`src/rtl/serial_subtractor.sv`:
```
// Bit-serial unsigned subtractor: one full-subtractor cell and a registered borrow.
// Processes one bit per clock, LSB first. done pulses once when D/Bout are updated.
module serial_subtractor #(
  parameter int WIDTH = 8
) (
  input  logic             clk,
  input  logic             reset,
  input  logic             start,
  input  logic [WIDTH-1:0] A,
  input  logic [WIDTH-1:0] B,
  output logic             busy,
  output logic             done,
  output logic [WIDTH-1:0] D,
  output logic             Bout
);

  localparam int CW = $clog2(WIDTH) + 1;

  typedef enum logic [1:0] {S_IDLE, S_SHIFT, S_DONE} state_t;

  state_t           state, state_nxt;
  logic [WIDTH-1:0] sh_a, sh_b, res;
  logic [CW-1:0]    cnt;
  logic             borrow;
  logic             a_bit, b_bit, d_bit, br_nxt, last;

  assign a_bit  = sh_a[0];
  assign b_bit  = sh_b[0];
  assign d_bit  = a_bit ^ b_bit ^ borrow;
  assign br_nxt = (~a_bit & b_bit) | (~(a_bit ^ b_bit) & borrow);
  assign last   = (cnt == CW'(WIDTH - 1));

  always_ff @(posedge clk) begin
    if (reset) state <= S_IDLE;
    else       state <= state_nxt;
  end

  always_comb begin
    state_nxt = state;
    busy      = 1'b0;
    done      = 1'b0;
    case (state)
      S_IDLE:  if (start) state_nxt = S_SHIFT;
      S_SHIFT: begin
        busy = 1'b1;
        if (last) state_nxt = S_DONE;
      end
      S_DONE: begin
        done      = 1'b1;
        state_nxt = S_IDLE;
      end
      default: state_nxt = S_IDLE;
    endcase
  end

  always_ff @(posedge clk) begin
    if (reset) begin
      sh_a   <= '0;
      sh_b   <= '0;
      res    <= '0;
      cnt    <= '0;
      borrow <= 1'b0;
      D      <= '0;
      Bout   <= 1'b0;
    end else begin
      case (state)
        S_IDLE: if (start) begin
          sh_a   <= A;
          sh_b   <= B;
          borrow <= 1'b0;
          cnt    <= '0;
        end
        S_SHIFT: begin
          sh_a   <= {1'b0, sh_a[WIDTH-1:1]};
          sh_b   <= {1'b0, sh_b[WIDTH-1:1]};
          res    <= {d_bit, res[WIDTH-1:1]};
          borrow <= br_nxt;
          cnt    <= cnt + CW'(1);
          // Publish the completed word, including the bit computed this cycle.
          if (last) begin
            D    <= {d_bit, res[WIDTH-1:1]};
            Bout <= br_nxt;
          end
        end
        default: ;
      endcase
    end
  end

endmodule
```
`config.mk`:
```
export PLATFORM = sky130hd
export DESIGN_NAME = serial_subtractor
export DESIGN_NICKNAME = d
export VERILOG_FILES = /design/src/rtl/serial_subtractor.sv
export SDC_FILE = /design/constraint.sdc
export NUM_CORES = 1
export LEC_CHECK = 0
export BUFFER_PORTS_ARGS = -buffer_cell sky130_fd_sc_hd__buf_2
export CAP_MARGIN = 20
export CORE_AREA = 2 2 58 71
export CTS_CLUSTER_DIAMETER = 120
export CTS_CLUSTER_SIZE = 24
export DETAILED_ROUTE_END_ITERATION = 8
export DIE_AREA = 0 0 60 73
export PLACE_DENSITY_LB_ADDON = 0.1
export SYNTH_ARGS = -nofsm -noshare
export SYNTH_HDL_FRONTEND = slang
export SYNTH_SLANG_ARGS = --single-unit
```
`constraint.sdc`:
```
create_clock -name clk -period 3.7 [get_ports clk]
set_clock_uncertainty 0.2 [all_clocks]
set_input_delay 0.74 -clock clk [delete_from_list [all_inputs] [get_ports clk]]
set_output_delay 0.74 -clock clk [all_outputs]
set_load 0.02 [all_outputs]
```
==> results.json <==
{
  "gp_congestion": 0.718,
  "cts-root-buf": "clkbuf_8",
  "cts_setup_buffers": 0,
  "finalCritPeriodShare_pct": 65.7,
  "ys_seq_area_share_pct": 42.7,
  "overflow": 0,
  "num_vias": 1534,
  "hpwlAfterDp_mm": 2.20,
  "antenna_left": 0,
  "io_buffers": 29,
  "insertion_delay_ns": 0.29,
  "hold_class": "flip-flop to flip-flop",
  "grt_start_max_net_pins": 41,
  "syn_area_per_cell_um2": 8.27,
  "dieArea_um2": 4380,
  "syn2layout_area_growth_pct": 13.7,
  "grt_usage_pct": 18.0,
  "synth_seq_cells": 39,
  "syn_nets": 242,
  "worst_pin_slew_ns": 0.725,
  "viasPerCell": 5.18,
  "final_hold_viol_count": 0,
  "finalPower_uw": 903,
  "path_cells": "buf_4 -> nand2b_1 -> inv_4 -> buf_2",
  "synth-xor-area-share_pct": 0,
  "rsz0062_at_grt": "false",
  "end_kind": "output pin",
  "maxCapViolations": 0,
  "drive_gt1_share_pct": 26.0,
  "num_antenna_cells": 0,
  "crit_buf_inv": 3,
  "drt-initial-drc-count": 127,
  "path_max_fanout": 33,
  "power_density_nw_per_um2": 435,
  "wl_mm": 3.61,
  "route.detailed.drc": 0,
  "synthTopCellsByArea": "dfxtp_1, a21oi_1, o221a_2",
  "vdd_drop_max_mv": 0.215,
  "ctsHoldBuffers": 0,
  "synth_async_sr_flop_share_pct": 0,
  "worstSetupPathType": "flip-flop to output pin",
  "antenna_found_initial": 0,
  "arrival_ns": 1.49,
  "post-route-min-period_ns": 2.43,
  "synth_top_family_by_area": "compound AO/OA/AOI/OAI gates",
  "wl_per_cell_um": 12.2,
  "nNetsFinal": 262,
  "numClockSinks": 39,
  "p_leak_uw": 0.000860,
  "netlist_area_um2": 1830,
  "critPathRequiredTime_ns": 2.76,
  "ys.flop_type": "dfxtp_1",
  "cp_slowest_cell": "dfxtp_1",
  "grt_pass1_wl_mm": 6.01,
  "cp-start-kind": "flip-flop",
  "synth_compound_area_share_pct": 29.9,
  "relSlewSlack_pct": 51.7,
  "synthAdderAreaFrac_pct": 1.78,
  "die_w_um": 60,
  "coreArea_um2": 3780,
  "cts-resized-gates": 0,
  "synth_edf_count": 0,
  "yosys.area.top_type": "dfxtp_1",
  "cts-htree-levels": 2,
  "synth_largest_type_area_fraction_pct": 42.7,
  "clk_pin_slew_ns": 0.08,
  "status": "completed",
  "finalSetupTns_ns": 0,
  "die_h_um": 73,
  "cp_top_family": "buffers and inverters",
  "io_pins": 30,
  "clock_path_buffers": 2,
  "syn_inst": 221,
  "slowest_delay_ns": 0.31,
  "setup_viol": 0,
  "cts_tree": "yes",
  "nFillCells": 381,
  "row_count": 25,
  "yosys.area_share.simple_pct": 16.2,
  "ys_warn_count": 0,
  "grt_pass1_vias": 1383,
  "slew_violations": 0,
  "cts_buffers": 5,
  "muxShareOfSynthArea_pct": 0.548,
  "dr.pass1.iters": 4,
  "fmaxAchievable_ghz": 0.411,
  "start_util_pct": 48.3,
  "ys_types": 33
}
[stage by stage]
stage	hold WS, ns	area (µm²)	cells	utilization [%]	setup slack (ns)
floorplan	0.237	1830	221	-	1.76
global placement	0.247	1960	288	51.9	1.59
detailed placement	0.254	1960	288	51.9	1.58
CTS	0.266	2080	296	54.9	1.24
global route	0.291	2080	296	54.9	1.15
finish	0.262	2080	296	54.9	1.27
[logic make-up (layout without fill, tap and decap cells)]
kind of cell,Yosys count,after routing
buffers and inverters,35,56
AO/OA/AOI/OAI,78,78
flip-flops,39,39
adder cells (fa/ha/maj),2,2
multiplexers,1,1
AND/OR/NAND/NOR,66,66
[path summary, 6_finish.rpt]
check                               from     end  slack, ns  cells after the start
worst max-delay path            state[1]    busy       1.27                      4
worst min register to register    res[1]  res[1]       0.26                      2
worst min-delay path              res[1]  res[1]       0.26                      2
worst max register to register  state[1]  cnt[3]       1.89                      5
[flip-flops by register name, indices dropped and copies added, names as in the netlist]
register  flops
D             8
sh_a          8
sh_b          8
res           7
cnt           4
state         2
Bout          1
borrow        1
[cells in the final DEF (no fill, tap or decap), drive strengths merged]
| cell | n |
|---|---|
| or2 | 1 |
| or3 | 1 |
| a22oi | 1 |
| clkbuf | 5 |
| a21bo | 8 |
| a31oi | 1 |
| a211oi | 2 |
| nand2b | 2 |
| o21ai | 1 |
| ha | 1 |
| and3b | 1 |
| fa | 1 |
| nand3 | 10 |
| o221a | 14 |
| buf | 32 |
| clkinv | 2 |
| mux2i | 1 |
| o22a | 3 |
| bufinv | 1 |
| o21bai | 1 |
| nor3b | 1 |
| nor2 | 25 |
| inv | 16 |
| dfxtp | 39 |
| nand2 | 18 |
| o22ai | 2 |
| nor2b | 6 |
| and2 | 1 |
| a2bb2oi | 1 |
| a21oi | 44 |
[Yosys cell counts, drive strengths merged (2+ instances only)]
| library cell | count |
|---|---|
| nand2b | 2 |
| buf | 13 |
| inv | 16 |
| nand2 | 18 |
| a211oi | 2 |
| nand3 | 10 |
| a21bo | 8 |
| dfxtp | 39 |
| o221a | 14 |
| a21oi | 44 |
| clkbuf | 6 |
| o22a | 3 |
| o22ai | 2 |
| nor2b | 6 |
| nor2 | 25 |
[routing by layer]
layer	up-vias	part of all wire, %	GRT usage (%)
met5	-	0	0
met4	0	1.9	8.15
met3	6	4.0	5.14
met2	28	46	28.9
met1	699	48	22.1
li1	801	-	-
[layout make-up]
cell class / count / area (µm²) / area share (%)
Tap cell: 54 / 67.6 / 3.25
Sequential cell: 39 / 781 / 37.6
Clock inverter: 3 / 43.8 / 2.11
Multi-Input combinational cell: 147 / 886 / 42.7
Inverter: 16 / 62.6 / 3.01
Timing Repair Buffer: 32 / 168 / 8.07
Clock buffer: 5 / 68.8 / 3.31
[where the power goes]
group / total (µW) / internal [µW] / leakage (µW) / switching, µW
sequential: 452 / 438 / 0.000319 / 14.2
combinational: 97.2 / 43.2 / 0.000483 / 54.0
clock: 353 / 201 / 0.0000581 / 152
[worst register-to-register path, cell delays in order, from the launching register on]
cell      delay, ns
dfxtp_1        0.31
buf_4          0.22
nand2b_1       0.23
buf_4          0.25
or3_1          0.37
a31oi_1        0.16
Power figures use the tool's default switching activity.
